File: config.mk
export PLATFORM = sky130hd
export DESIGN_NAME = muldiv
export DESIGN_NICKNAME = d
export VERILOG_FILES = /design/src/rtl/muldiv.sv
export SDC_FILE = /design/constraint.sdc
export NUM_CORES = 1
export LEC_CHECK = 0
export ABC_AREA = 0
export BUFFER_PORTS_ARGS = -buffer_cell sky130_fd_sc_hd__buf_2
export CAP_MARGIN = 0
export CELL_PAD_IN_SITES_DETAIL_PLACEMENT = 1
export CELL_PAD_IN_SITES_GLOBAL_PLACEMENT = 2
export CORE_ASPECT_RATIO = 1.4
export CORE_MARGIN = 5
export CORE_UTILIZATION = 32
export DETAILED_ROUTE_END_ITERATION = 10
export PLACE_DENSITY_LB_ADDON = 0.1
export SLEW_MARGIN = 30
export SYNTH_ARGS = -nofsm -noshare
export SYNTH_HDL_FRONTEND = slang
export SYNTH_SLANG_ARGS = --single-unit
export TNS_END_PERCENT = 5
File: constraint.sdc
create_clock -name clk -period 9.2 [get_ports clk]
set_input_delay 1.84 -clock clk [delete_from_list [all_inputs] [get_ports clk]]
set_output_delay 1.84 -clock clk [all_outputs]
set_load 0.005 [all_outputs]
File: src/rtl/muldiv.sv
// Iterative RV32M multiply/divide unit for the EX stage, one funct3 op at a time.
// Latency: 34 cycles from start to EX/MEM capture (32 BUSY iterations + DONE + HOLD), plus one per Block cycle.
// Backpressure: ctrl Block freezes BUSY and HOLD, Bubble flushes to IDLE; ex_block_flag_o stalls the pipeline.
//
// Ports:
//   clk, rst                 rising-edge clock, synchronous active-high reset
//   ctrl_signal_muldiv_i     controller command (Default / Block / Bubble / Branch)
//   muldiv_valid_i           ID/EX holds an M-extension op
//   muldiv_op_i              funct3 (MUL, MULH, MULHSU, MULHU, DIV, DIVU, REM, REMU)
//   muldiv_src1_i/_src2_i    rs1 / rs2 values
//   muldiv_result_o          result, valid in DONE and HOLD, held until the next op finishes
//   ex_block_flag_o          combinational stall request (IDLE with valid, or BUSY)
//   muldiv_ready_o           one-cycle completion pulse (DONE)
module muldiv #(
    parameter int XLEN = 32
) (
    input  logic            clk,
    input  logic            rst,
    input  logic [1:0]      ctrl_signal_muldiv_i,
    input  logic            muldiv_valid_i,
    input  logic [2:0]      muldiv_op_i,
    input  logic [XLEN-1:0] muldiv_src1_i,
    input  logic [XLEN-1:0] muldiv_src2_i,
    output logic [XLEN-1:0] muldiv_result_o,
    output logic            ex_block_flag_o,
    output logic            muldiv_ready_o
);

    localparam int DW = 2 * XLEN;

    // Controller command encoding, shared with the pipeline controller.
    localparam logic [1:0] CTRL_STATE_DEFAULT = 2'd0;
    localparam logic [1:0] CTRL_STATE_BLOCK   = 2'd1;
    localparam logic [1:0] CTRL_STATE_BUBBLE  = 2'd2;
    localparam logic [1:0] CTRL_STATE_BRANCH  = 2'd3;

    localparam logic [1:0] S_IDLE = 2'd0;
    localparam logic [1:0] S_BUSY = 2'd1;
    localparam logic [1:0] S_DONE = 2'd2;
    localparam logic [1:0] S_HOLD = 2'd3;

    localparam logic [2:0] OP_MUL    = 3'd0;
    localparam logic [2:0] OP_MULH   = 3'd1;
    localparam logic [2:0] OP_MULHSU = 3'd2;
    localparam logic [2:0] OP_MULHU  = 3'd3;
    localparam logic [2:0] OP_DIV    = 3'd4;
    localparam logic [2:0] OP_DIVU   = 3'd5;
    localparam logic [2:0] OP_REM    = 3'd6;
    localparam logic [2:0] OP_REMU   = 3'd7;

    localparam logic [4:0]      LAST_ITER = 5'(XLEN - 1);
    localparam logic [XLEN-1:0] MIN_NEG   = {1'b1, {(XLEN-1){1'b0}}};
    localparam logic [XLEN-1:0] ONE       = {{(XLEN-1){1'b0}}, 1'b1};

    // ------------------------------------------------------------------
    // State
    // ------------------------------------------------------------------
    logic [1:0]      state_q,  state_d;
    logic [4:0]      cnt_q,    cnt_d;
    logic [2:0]      op_q,     op_d;
    logic [DW-1:0]   acc_q,    acc_d;     // product, or remainder in the upper half
    logic [XLEN-1:0] a_q,      a_d;       // multiplier magnitude / dividend->quotient
    logic [XLEN-1:0] b_q,      b_d;       // multiplicand / divisor magnitude
    logic [XLEN-1:0] src1_q,   src1_d;    // raw rs1 for REM-by-zero and overflow detect
    logic            s1neg_q,  s1neg_d;
    logic            s2neg_q,  s2neg_d;
    logic [XLEN-1:0] result_q, result_d;

    // ------------------------------------------------------------------
    // Command decode
    // ------------------------------------------------------------------
    logic ctrl_block;
    logic ctrl_bubble;
    logic ctrl_run;

    assign ctrl_block  = (ctrl_signal_muldiv_i == CTRL_STATE_BLOCK);
    assign ctrl_bubble = (ctrl_signal_muldiv_i == CTRL_STATE_BUBBLE);
    // Branch carries no meaning for this unit and runs like Default.
    assign ctrl_run    = (ctrl_signal_muldiv_i == CTRL_STATE_DEFAULT) ||
                         (ctrl_signal_muldiv_i == CTRL_STATE_BRANCH);

    // ------------------------------------------------------------------
    // Operand preparation at start: signedness per operand and magnitudes
    // ------------------------------------------------------------------
    logic            sgn1_in;
    logic            sgn2_in;
    logic            neg1_in;
    logic            neg2_in;
    logic [XLEN-1:0] mag1_in;
    logic [XLEN-1:0] mag2_in;

    assign sgn1_in = (muldiv_op_i == OP_MULH) || (muldiv_op_i == OP_MULHSU) ||
                     (muldiv_op_i == OP_DIV)  || (muldiv_op_i == OP_REM);
    assign sgn2_in = (muldiv_op_i == OP_MULH) || (muldiv_op_i == OP_DIV) ||
                     (muldiv_op_i == OP_REM);
    assign neg1_in = sgn1_in && muldiv_src1_i[XLEN-1];
    assign neg2_in = sgn2_in && muldiv_src2_i[XLEN-1];
    assign mag1_in = neg1_in ? ({XLEN{1'b0}} - muldiv_src1_i) : muldiv_src1_i;
    assign mag2_in = neg2_in ? ({XLEN{1'b0}} - muldiv_src2_i) : muldiv_src2_i;

    // ------------------------------------------------------------------
    // One iteration of shift-add multiply
    // The accumulator shifts right while partial sums enter at the top, so
    // after XLEN steps it holds the full product without a wide shifter.
    // ------------------------------------------------------------------
    logic [XLEN-1:0] mul_addend;
    logic [XLEN:0]   mul_sum;
    logic [DW-1:0]   mul_acc_nx;
    logic [XLEN-1:0] mul_a_nx;

    assign mul_addend = a_q[0] ? b_q : {XLEN{1'b0}};
    assign mul_sum    = {1'b0, acc_q[DW-1:XLEN]} + {1'b0, mul_addend};
    assign mul_acc_nx = {mul_sum, acc_q[XLEN-1:1]};
    assign mul_a_nx   = {1'b0, a_q[XLEN-1:1]};

    // ------------------------------------------------------------------
    // One iteration of restoring divide
    // The partial remainder is always below the divisor, so it fits in XLEN
    // bits; only the shifted-in value needs the extra bit for the compare.
    // ------------------------------------------------------------------
    logic [XLEN:0]   rem_sh;
    logic            div_ge;
    logic [XLEN-1:0] div_rem_nx;
    logic [DW-1:0]   div_acc_nx;
    logic [XLEN-1:0] div_a_nx;

    assign rem_sh     = {acc_q[DW-1:XLEN], a_q[XLEN-1]};
    assign div_ge     = (rem_sh >= {1'b0, b_q});
    // When the subtraction is taken the true difference is < divisor, so the
    // low XLEN bits of the difference are exact.
    assign div_rem_nx = div_ge ? (rem_sh[XLEN-1:0] - b_q) : rem_sh[XLEN-1:0];
    assign div_acc_nx = {div_rem_nx, acc_q[XLEN-1:0]};
    assign div_a_nx   = {a_q[XLEN-2:0], div_ge};

    logic [DW-1:0]   iter_acc;
    logic [XLEN-1:0] iter_a;

    assign iter_acc = op_q[2] ? div_acc_nx : mul_acc_nx;
    assign iter_a   = op_q[2] ? div_a_nx   : mul_a_nx;

    // ------------------------------------------------------------------
    // Result selection from the final iteration's values
    // ------------------------------------------------------------------
    logic            res_neg;
    logic [DW-1:0]   prod_s;
    logic [XLEN-1:0] quo_s;
    logic [XLEN-1:0] rem_u;
    logic [XLEN-1:0] rem_s;
    logic            div_zero;
    logic            div_ovf;
    logic [XLEN-1:0] fin_result;

    assign res_neg  = s1neg_q ^ s2neg_q;
    assign prod_s   = res_neg ? ({DW{1'b0}} - iter_acc) : iter_acc;
    assign quo_s    = res_neg ? ({XLEN{1'b0}} - iter_a) : iter_a;
    assign rem_u    = iter_acc[DW-1:XLEN];
    assign rem_s    = s1neg_q ? ({XLEN{1'b0}} - rem_u) : rem_u;
    assign div_zero = (b_q == {XLEN{1'b0}});
    // Both sign flags are only set for signed ops; divisor magnitude 1 with a
    // negative sign means rs2 = -1.
    assign div_ovf  = s1neg_q && s2neg_q && (src1_q == MIN_NEG) && (b_q == ONE);

    always_comb begin
        fin_result = {XLEN{1'b0}};
        case (op_q)
            OP_MUL:    fin_result = prod_s[XLEN-1:0];
            OP_MULH,
            OP_MULHSU,
            OP_MULHU:  fin_result = prod_s[DW-1:XLEN];
            OP_DIV:    fin_result = div_zero ? {XLEN{1'b1}} : (div_ovf ? MIN_NEG : quo_s);
            OP_DIVU:   fin_result = div_zero ? {XLEN{1'b1}} : iter_a;
            OP_REM:    fin_result = div_zero ? src1_q : (div_ovf ? {XLEN{1'b0}} : rem_s);
            OP_REMU:   fin_result = div_zero ? src1_q : rem_u;
            default:   fin_result = {XLEN{1'b0}};
        endcase
    end

    // ------------------------------------------------------------------
    // Sequencer
    // ------------------------------------------------------------------
    always_comb begin
        state_d  = state_q;
        cnt_d    = cnt_q;
        op_d     = op_q;
        acc_d    = acc_q;
        a_d      = a_q;
        b_d      = b_q;
        src1_d   = src1_q;
        s1neg_d  = s1neg_q;
        s2neg_d  = s2neg_q;
        result_d = result_q;

        if (ctrl_bubble) begin
            // Flush wins everywhere: abandon the op, keep the last result.
            state_d = S_IDLE;
        end else begin
            case (state_q)
                S_IDLE: begin
                    if (muldiv_valid_i && ctrl_run) begin
                        state_d = S_BUSY;
                        cnt_d   = 5'd0;
                        op_d    = muldiv_op_i;
                        acc_d   = {DW{1'b0}};
                        a_d     = mag1_in;
                        b_d     = mag2_in;
                        src1_d  = muldiv_src1_i;
                        s1neg_d = neg1_in;
                        s2neg_d = neg2_in;
                    end
                end
                S_BUSY: begin
                    if (!ctrl_block) begin
                        acc_d = iter_acc;
                        a_d   = iter_a;
                        cnt_d = cnt_q + 5'd1;
                        if (cnt_q == LAST_ITER) begin
                            state_d  = S_DONE;
                            result_d = fin_result;
                        end
                    end
                end
                S_DONE: begin
                    state_d = S_HOLD;
                end
                S_HOLD: begin
                    // Leaving only to IDLE keeps the still-present instruction
                    // from being restarted in this cycle.
                    if (!ctrl_block) begin
                        state_d = S_IDLE;
                    end
                end
                default: begin
                    state_d = S_IDLE;
                end
            endcase
        end
    end

    always_ff @(posedge clk) begin
        if (rst) begin
            state_q  <= S_IDLE;
            cnt_q    <= 5'd0;
            op_q     <= 3'd0;
            acc_q    <= {DW{1'b0}};
            a_q      <= {XLEN{1'b0}};
            b_q      <= {XLEN{1'b0}};
            src1_q   <= {XLEN{1'b0}};
            s1neg_q  <= 1'b0;
            s2neg_q  <= 1'b0;
            result_q <= {XLEN{1'b0}};
        end else begin
            state_q  <= state_d;
            cnt_q    <= cnt_d;
            op_q     <= op_d;
            acc_q    <= acc_d;
            a_q      <= a_d;
            b_q      <= b_d;
            src1_q   <= src1_d;
            s1neg_q  <= s1neg_d;
            s2neg_q  <= s2neg_d;
            result_q <= result_d;
        end
    end

    // ------------------------------------------------------------------
    // Outputs
    // ------------------------------------------------------------------
    assign ex_block_flag_o = ((state_q == S_IDLE) && muldiv_valid_i) || (state_q == S_BUSY);
    assign muldiv_ready_o  = (state_q == S_DONE);
    assign muldiv_result_o = result_q;

endmodule

Word-level counts from Yosys, hierarchy flattened:

Cells that the tools add are included.

* add/sub/neg operators: 8
* reduce and logical (&&, ||, !) cells: 25
* $lt $le $gt $ge: 1
* eq/ne operators: 24
* bitwise operators: 3
* mux-type cells: 30

Operators by type and width (count)
* $mux W32: 15
* $mux W64: 4
* $pmux W32 S6: 1
* $pmux W64 S2: 1
* $sub A1 B32 Y32 const A: 4
* $pmux W32 S2: 1
* $sub A1 B64 Y64 const A: 1
* $add A32 B32 Y33: 1
* $ge A33 B32 Y1: 1
* $eq A32 B1 Y1 const B: 1
* $eq A32 B32 Y1 const B: 1
* $logic_not A32 Y1: 1
* $sub A32 B32 Y32: 1
* $eq A3 B3 Y1 const B: 6
* $reduce_and A4 Y1: 3
* $mux W5: 2
* $pmux W5 S2: 1
* $eq A3 B2 Y1 const B: 3
* $eq A2 B2 Y1 const B: 4
* $mux W2: 4
* $ne A2 B2 Y1 const B: 4
* $pmux W2 S4: 1
* $logic_and A1 B1 Y1: 7
* $logic_or A1 B1 Y1: 7
* other kinds (12): 16

* output and inout port bits: 34
* register bits: 204
* bits of input ports: 72
* word-level logic and storage cells: 101

Depth between registers and ports, before layout:

Gate-level depths: netlist (run 1).

* depth in word-level cells: 8
* mapped depth: 23
* gate-level depth less buffers: 19

Worst setup path after synthesis (run 1):

OpenSTA, ideal clock, no wires.

* path kind: reg2reg
* start point: reg op_q[2]
* end point: reg result_q[26], in the netlist muldiv_result_o[26]
* period minus slack after synthesis: 5927 ps
* slack: 3273 ps
* data arrival time: 5800 ps
* data required time: 9072 ps
* library setup time: 128 ps
* stages on the path, launching flop included: 23
* cells stage by stage: dfxtp_1 buf_2 buf_2 buf_1 clkbuf_1 buf_2 buf_2 buf_1 buf_1 mux2_2 inv_1 ha_1 nor2b_1 nand4b_1 or3b_1 or4_1 or4_1 nor3_2 nand4b_1 o41ai_1 xnor2_1 a22oi_1 a21oi_1

* cells in the longest elaborated chain, start to end: 6

Ends and longest elaborated chain
* start, declared: RTL line 60 `logic [2:0] op_q, op_d;`
* start signal, assigned: RTL line 254 `op_q <= op_d;`
* $mux W64 or $mux W32 (tied branches): RTL line 138, 139
* $sub A1 B32 Y32, on equally long branches: RTL line 157, 155
* $mux W32, on equally long branches: RTL line 157, 155
* $mux W32, on equally long branches (2 in a row): RTL line 172, 170
* $pmux W32 S6 (*): RTL line 165 `case (op_q)`
* end signal, assigned: RTL line 250 `result_q <= {XLEN{1'b0}};`
* end signal, assigned: RTL line 261 `result_q <= result_d;`
* end, declared: RTL line 67 `logic [XLEN-1:0] result_q, result_d;`

Mark *: on every way between the ends. The rest lies on a longest branch, timed or not.
A chain may end at the register's enable or synchronous reset.

Final worst setup path (run 1):

* start point: reg b_q[22]
* end point: reg result_q[16], in the netlist muldiv_result_o[16]

* cells in the longest elaborated chain, start to end: 8

Ends and longest elaborated chain
* start, declared: RTL line 63 `logic [XLEN-1:0] b_q, b_d;`
* start signal, assigned: RTL line 246 `b_q <= {XLEN{1'b0}};`
* $ge A33 B32 Y1: RTL line 128 `assign div_ge = (rem_sh >= {1'b0, b_q});`
* $mux W32: RTL line 131 `assign div_rem_nx = div_ge ? (rem_sh[XLEN-1:0] - b_q) : rem_sh[XLEN-1:0];`
* $mux W64: RTL line 138 `assign iter_acc = op_q[2] ? div_acc_nx : mul_acc_nx;`
* $sub A1 B32 Y32: RTL line 157 `assign rem_s = s1neg_q ? ({XLEN{1'b0}} - rem_u) : rem_u;`
* $mux W32: RTL line 157
* $mux W32 (2 in a row): RTL line 172 `OP_REM: fin_result = div_zero ? src1_q : (div_ovf ? {XLEN{1'b0}} : rem_s);`
* $pmux W32 S6 (*): RTL line 165

Marks and branches as above.

==> results.md, run 1 <==
* Status: completed
* Wirelength per Cell at approximately 29 µm
* Vias at between 20,000 and 25,000
* Post-Route WL at around 100 mm
* DRC Markers at 0
* Vias in the first global route at between 20,000 and 25,000
* Total GRT Usage at roughly 30%
* Routability cong. at 0.985
* Synthesized area at 19,400 µm²
* Final setup violating endpoints at 0
* Post-synthesis cell type count at 92
* Setup WS pre-CTS at between 2000 and 2500 ps
* Die area at around 66,000 µm²
* Post-layout power at ~3.5 mW
* Fmax at approximately 140 MHz
* Worst R2R Start: b_q[22]
* RR Endpoint: muldiv_result_o[16]
* Number of DRC markers in iteration 0 at ~1,500
* Kind of critical path: register to register
* Gate Count Post-Synth at around 2,700
* Drt first pass iters at 5
* Peak supply drop at 130 µV
* CTS Hold Bufs at 0
* DP Wirelength at slightly below 80 mm
* Top area cells in the synthesized netlist: dfxtp_1 21%, a21oi_1 6.4%, nand2_1 6.4%
* Clk_skew at between 15 and 20 ps
* Critical Path Fanout Max at 12
* Post-synth EDFFs at 0
* # fillers at ~7,600
* # IOs at 106
* Worst-Margin Slew at slightly above 1000 ps
* Clk sink count at 204
* Layout cell share with drive strength beyond 1 at under 10%
* Post-synth top area share at 21.0%
* Unrepaired setup endpoints after global routing: false
* P_leak at 8.29 nW
* Fraction of registers with async set/reset at 0%
* Post-synthesis sequential area ratio at between 20% and 30%
* Post-route minimum period at 7050 ps
* FF+latch count, synth at 204
* Initial core utilization at between 30% and 40%
* CP endpoint: muldiv_result_o[16]
* Leading cell type in the layout, fill and taps excluded: nand2_1
* Setup Buffers After CTS at 0
* Port Buf Inserts at 105
* Row Count at about 110
* Max-slew headroom at 30.3%
* DP Cell Count at 3,511
* Core area at roughly 60,000 µm²
* Worst-Skew Late Latency at 570 ps
* Synth Area per Inst at ~7.1 µm²
* Non-filler instance count after layout at approximately 3,600
* Hold Violations, Final at 0
* Pwr per Cell Area at 163 nW/µm²
* Largest net degree at the start of global routing at between 100 and 150
* Final period utilization at 76.6%
* CTS clk-pin slew, worst paths at 70 ps
* FF-to-FF path depth at 17
* Worst setup SP type: register
* Most frequent cells in the layout: 330 x nand2_1, 263 x nor2_1, 249 x a21oi_1, 203 x dfxtp_1, 184 x o21ai_0
* Antenna-violating nets left at 0
* Max clock buf depth at 3
* Horiz. Die Dim at 218 µm
* Initial antenna violation count at 1
* Nets@finish at 2,882
* Post-synth top flop: dfxtp_1
* Crit path DAT at 7460 ps
* Reg2reg setup slack at roughly 2100 ps
* CP endpoint kind: register
* Post-CTS Resized at 0
* Synth Net Count at ~2,900
* HP Class: register to register
* Worst setup path start: b_q[22]
* First-pass GRT wire length at approximately 150 mm
* Root buf cell: clkbuf_16
* Layout area overhead at 11.5%
* Vias per cell at a little over 6
* Setup Total Neg Slack at 0 ps
* # H-tree levels at 1
* Antenna fix cells at 0
* Max-slew violation count at 0
* PnR worst setup slack at approximately 2100 ps
* Cell taking the most area after synthesis: dfxtp_1
* Hold Slack at 461 ps
* Max_cap viols at 0
* Required time of the critical path at just under 10,000 ps
* Yosys warnings at 0
* Die height at roughly 300 µm
* Total gr overflow at 0
* Cts bufs inserted at 27
* TritonCTS clock tree: done
==> synthesized netlist by cell type, drive strengths merged (26+ instances only) <==
cell	instances
a211oi	59
mux2i	60
or3	32
a21oi	252
xnor2	101
nor2	265
nand2b	27
dfxtp	204
o211ai	48
a21o	40
a31oi	26
o31ai	28
o21ai	189
nand2	333
buf	46
nor4	47
nor3	63
and3	26
inv	72
a22oi	54
nand4	28
nand3	61
clkbuf	125
and2	48
xor2	90
ha	78
==> final cells by class <==
| class | instances | area (µm²) | share of cell area (%) |
|---|---|---|---|
| clock inverters | 13 | 181 | 0.838 |
| inverters | 74 | 278 | 1.28 |
| clock buffers | 36 | 779 | 3.60 |
| multi-input cells | 2271 | 14400 | 66.6 |
| well taps | 810 | 1010 | 4.68 |
| flip-flops and latches | 204 | 4090 | 18.9 |
| repair buffers | 152 | 895 | 4.13 |
==> cells by family (layout without fill, tap and decap cells) <==
family / count (synthesis) / in the layout / share of synthesized area [%]
compound gates: 903 / 903 / 30.6
simple gates: 1024 / 1024 / 25.7
fa+ha+maj: 80 / 80 / 5.23
buf+inv: 245 / 275 / 5.00
mux: 73 / 73 / 3.85
flops: 204 / 204 / 21.0
xor+xnor: 191 / 191 / 8.62
==> report_power, final <==
group / total, mW / switching, mW / internal (mW)
Sequential: 1.01 / 0.0815 / 0.930
Clock: 1.17 / 0.469 / 0.706
Combinational: 1.34 / 0.939 / 0.396
Total: 3.52 / 1.49 / 2.03
==> critical path, stage by stage (launching register included) <==
cell       delay [ps]
dfxtp_1           470
inv_1              70
ha_1              450
a21oi_1           370
o21ai_1           270
a22oi_1           570
nand3_1           590
nor2_2            560
o21ai_0           140
mux2i_1           480
ha_1              310
nand4bb_1         200
nor4_2            660
nand3b_1          510
o21ai_0           370
xnor2_1           110
a221oi_1          620
nor3_1            110
==> per-stage QoR <==
stage	area, µm²	utilization, %
finish	21600	36.1
global route	21600	36.1
CTS	21600	36.1
detailed placement	20700	34.5
global placement	20600	34.4
floorplan	19400	-
==> routing by layer <==
| layer | vias to the layer above | wire length (µm) | GRT usage (%) |
|---|---|---|---|
| li1 | 10100 | - | - |
| met1 | 10700 | 39300 | 33.2 |
| met2 | 631 | 49900 | 53.1 |
| met3 | 255 | 3600 | 2.90 |
| met4 | 2 | 9260 | 21.2 |
| met5 | - | 12 | 0 |
==> how the worst min path moves through the flow <==
| stage | depth (start not counted) | end | from | slack, ps |
|---|---|---|---|---|
| 4_1_cts | 2 | muldiv_result_o[20] | muldiv_result_o[20] | 460 |
| 3_5_place_dp | 2 | muldiv_result_o[20] | muldiv_result_o[20] | 450 |
| 5_1_grt | 2 | cnt_q[4] | cnt_q[4] | 490 |
| 2_1_floorplan | 2 | cnt_q[4] | cnt_q[4] | 440 |
| 3_3_place_gp | 2 | cnt_q[4] | cnt_q[4] | 440 |
| 6_report | 2 | muldiv_result_o[20] | muldiv_result_o[20] | 460 |
==> registers in the layout, summed over array words and instances, names as in the netlist, 2 cells and up <==
| register | count |
|---|---|
| acc_q | 64 |
| a_q | 32 |
| b_q | 32 |
| muldiv_result_o | 32 |
| src1_q | 32 |
| cnt_q | 5 |
| op_q | 3 |
| state_q | 2 |
Power figures use the tool's default switching activity.
==> inputs of run 2 (changes only) <==
==> constraint.sdc (replaced) <==
create_clock -name clk -period 6.8 [get_ports clk]
set_input_delay 1.36 -clock clk [delete_from_list [all_inputs] [get_ports clk]]
set_output_delay 1.36 -clock clk [all_outputs]
set_load 0.005 [all_outputs]
==> results.md, run 2 (same netlist as run 1, synthesis figures left out) <==
* Critical Path Fanout Max at 16
* Status: completed
* P_leak at roughly 8.3 nW
* Clk sink count at between 200 and 250
* Setup Buffers After CTS at 0
* Unrepaired setup endpoints after global routing: false
* Peak supply drop at about 190 µV
* Final setup violating endpoints at 0
* Post-route minimum period at about 6000 ps
* Setup WS pre-CTS at slightly below 900 ps
* Root buf cell: clkbuf_16
* Final period utilization at between 80% and 90%
* Drt first pass iters at 5
* Antenna-violating nets left at 0
* Die area at about 66,000 µm²
* Initial core utilization at between 30% and 40%
* Vias per cell at about 6
* Crit path DAT at roughly 6400 ps
* Kind of critical path: register to register
* Die height at approximately 300 µm
* Vias at ~22,000
* Wirelength per Cell at 29.3 µm
* Hold Slack at 460 ps
* Pwr per Cell Area at between 200 and 250 nW/µm²
* Top reg by flops: acc_q
* Worst-path cell chain: inv_1, ha_1, a21oi_1, o21ai_1, a22oi_1, and3_1, buf_4, nand2_4, a311o_1, or4_1, nor2_1, nand3_1, o311a_1, o21ai_0, a211oi_1
* Number of DRC markers in iteration 0 at between 1,000 and 1,500
* FF-to-FF path depth at 15
* # fillers at 7,508
* # H-tree levels at 1
* Worst hold start: cnt_q[4]
* Post-layout power at around 4.7 mW
* Row Count at about 110
* Worst-Margin Slew at 1030 ps
* Post-Route WL at ~100 mm
* Core area at ~60,000 µm²
* PnR worst setup slack at 817 ps
* Worst-Skew Late Latency at roughly 600 ps
* CTS Hold Bufs at 0
* Required time of the critical path at between 7000 and 8000 ps
* Post-CTS Resized at 0
* Total gr overflow at 0
* DRC Markers at 0
* CP peak stage delay at just over 700 ps
* Vias in the first global route at approximately 22,000
* Hold Violations, Final at 0
* Fmax at ~170 MHz
* Layout area overhead at 11.8%
* Max-slew headroom at 30.6%
* Setup Total Neg Slack at 0 ps
* Max clock buf depth at 3
* Cts bufs inserted at 27
* Layout cell share with drive strength beyond 1 at between 10% and 20%
* Worst Hold Depth at 2
* Routability cong. at 0.953
* RR Endpoint: muldiv_result_o[25]
* Nets@finish at just under 3,000
* Max-slew violation count at 0
* HP Class: register to register
* TritonCTS clock tree: done
* Port Buf Inserts at between 100 and 150
* DP Wirelength at 82.5 mm
* CP endpoint kind: register
* Slowest cell on crit path: or4_1
* Initial antenna violation count at 0
* Worst R2R Start: b_q[24]
* Clk_skew at between 20 and 30 ps
* Leading cell type in the layout, fill and taps excluded: nand2_1
* Max_cap viols at 0
* Max reg flops at 64
* # IOs at 106
* Most frequent cells in the layout: 330 x nand2_1, 263 x nor2_1, 249 x a21oi_1, 203 x dfxtp_1, 183 x o21ai_0
* Total GRT Usage at 30.7%
* Reg2reg setup slack at between 800 and 900 ps
* Largest net degree at the start of global routing at about 150
* Horiz. Die Dim at about 220 µm
* First-pass GRT wire length at 153 mm
* Worst setup SP type: register
* CTS clk-pin slew, worst paths at 70 ps
* WHS Endpoint: cnt_q[4]
[run 2: cell types whose count changed in the layout (fill, tap and decap cells not counted), moves of 2 or more]
cell / change
buf_12: +2
clkbuf_8: -6
clkinv_4: -2
bufinv_16: -2
buf_4: +17
clkbuf_1: +9
a2111oi_0: +2
clkinvlp_4: +2
[run 2: cell type report]
class	instances	area, µm²	area share [%]
Multi-Input combinational cell	2271	14400	66.4
Sequential cell	204	4090	18.8
Timing Repair Buffer	170	1060	4.87
Tap cell	810	1010	4.67
Clock buffer	39	731	3.37
Inverter	74	278	1.28
Clock inverter	10	125	0.577
Antenna cell	1	2.50	0.0115
[run 2: how the worst max path moves through the flow]
stage | slack (ps) | startpoint | endpoint
CTS | 850 | b_q[24] | muldiv_result_o[25]
floorplan | 870 | op_q[2] | muldiv_result_o[26]
global placement | 700 | a_q[0] | muldiv_result_o[25]
global route | 480 | b_q[24] | muldiv_result_o[30]
finish | 820 | b_q[24] | muldiv_result_o[25]
detailed placement | 890 | b_q[24] | muldiv_result_o[25]
[run 2: power breakdown]
group          leakage, nW  switching, mW  internal (mW)
Combinational         6.26           1.31          0.557
Sequential            1.66         0.0949           1.26
Clock                0.403          0.640          0.825
Total                 8.32           2.05           2.64
[run 2: layer usage]
metal / vias to the layer above / global-route usage, % / wire, µm
li1: 10100 / - / -
met1: 10900 / 33.5 / 39900
met2: 568 / 54.2 / 51100
met3: 252 / 2.86 / 3440
met4: 0 / 24.2 / 10400
met5: - / 0 / 0
[run 2: critical path, delay by kind of cell (launching register included)]
family | cells | cell delay (ps)
AOI/OAI and AO/OA | 7 | 2320
and+or+nand+nor | 5 | 2210
DFF | 1 | 450
adders and majority gates | 1 | 420
buffers and inverters | 2 | 380
[run 2: metrics by stage]
| step | instance area (µm²) | cells | util [%] |
|---|---|---|---|
| 2_1_floorplan | 19400 | 2720 | - |
| 3_3_place_gp | 20800 | 3529 | 34.7 |
| 3_5_place_dp | 20800 | 3529 | 34.7 |
| 4_1_cts | 21700 | 3578 | 36.2 |
| 5_1_grt | 21700 | 3578 | 36.2 |
| 6_report | 21700 | 3579 | 36.2 |
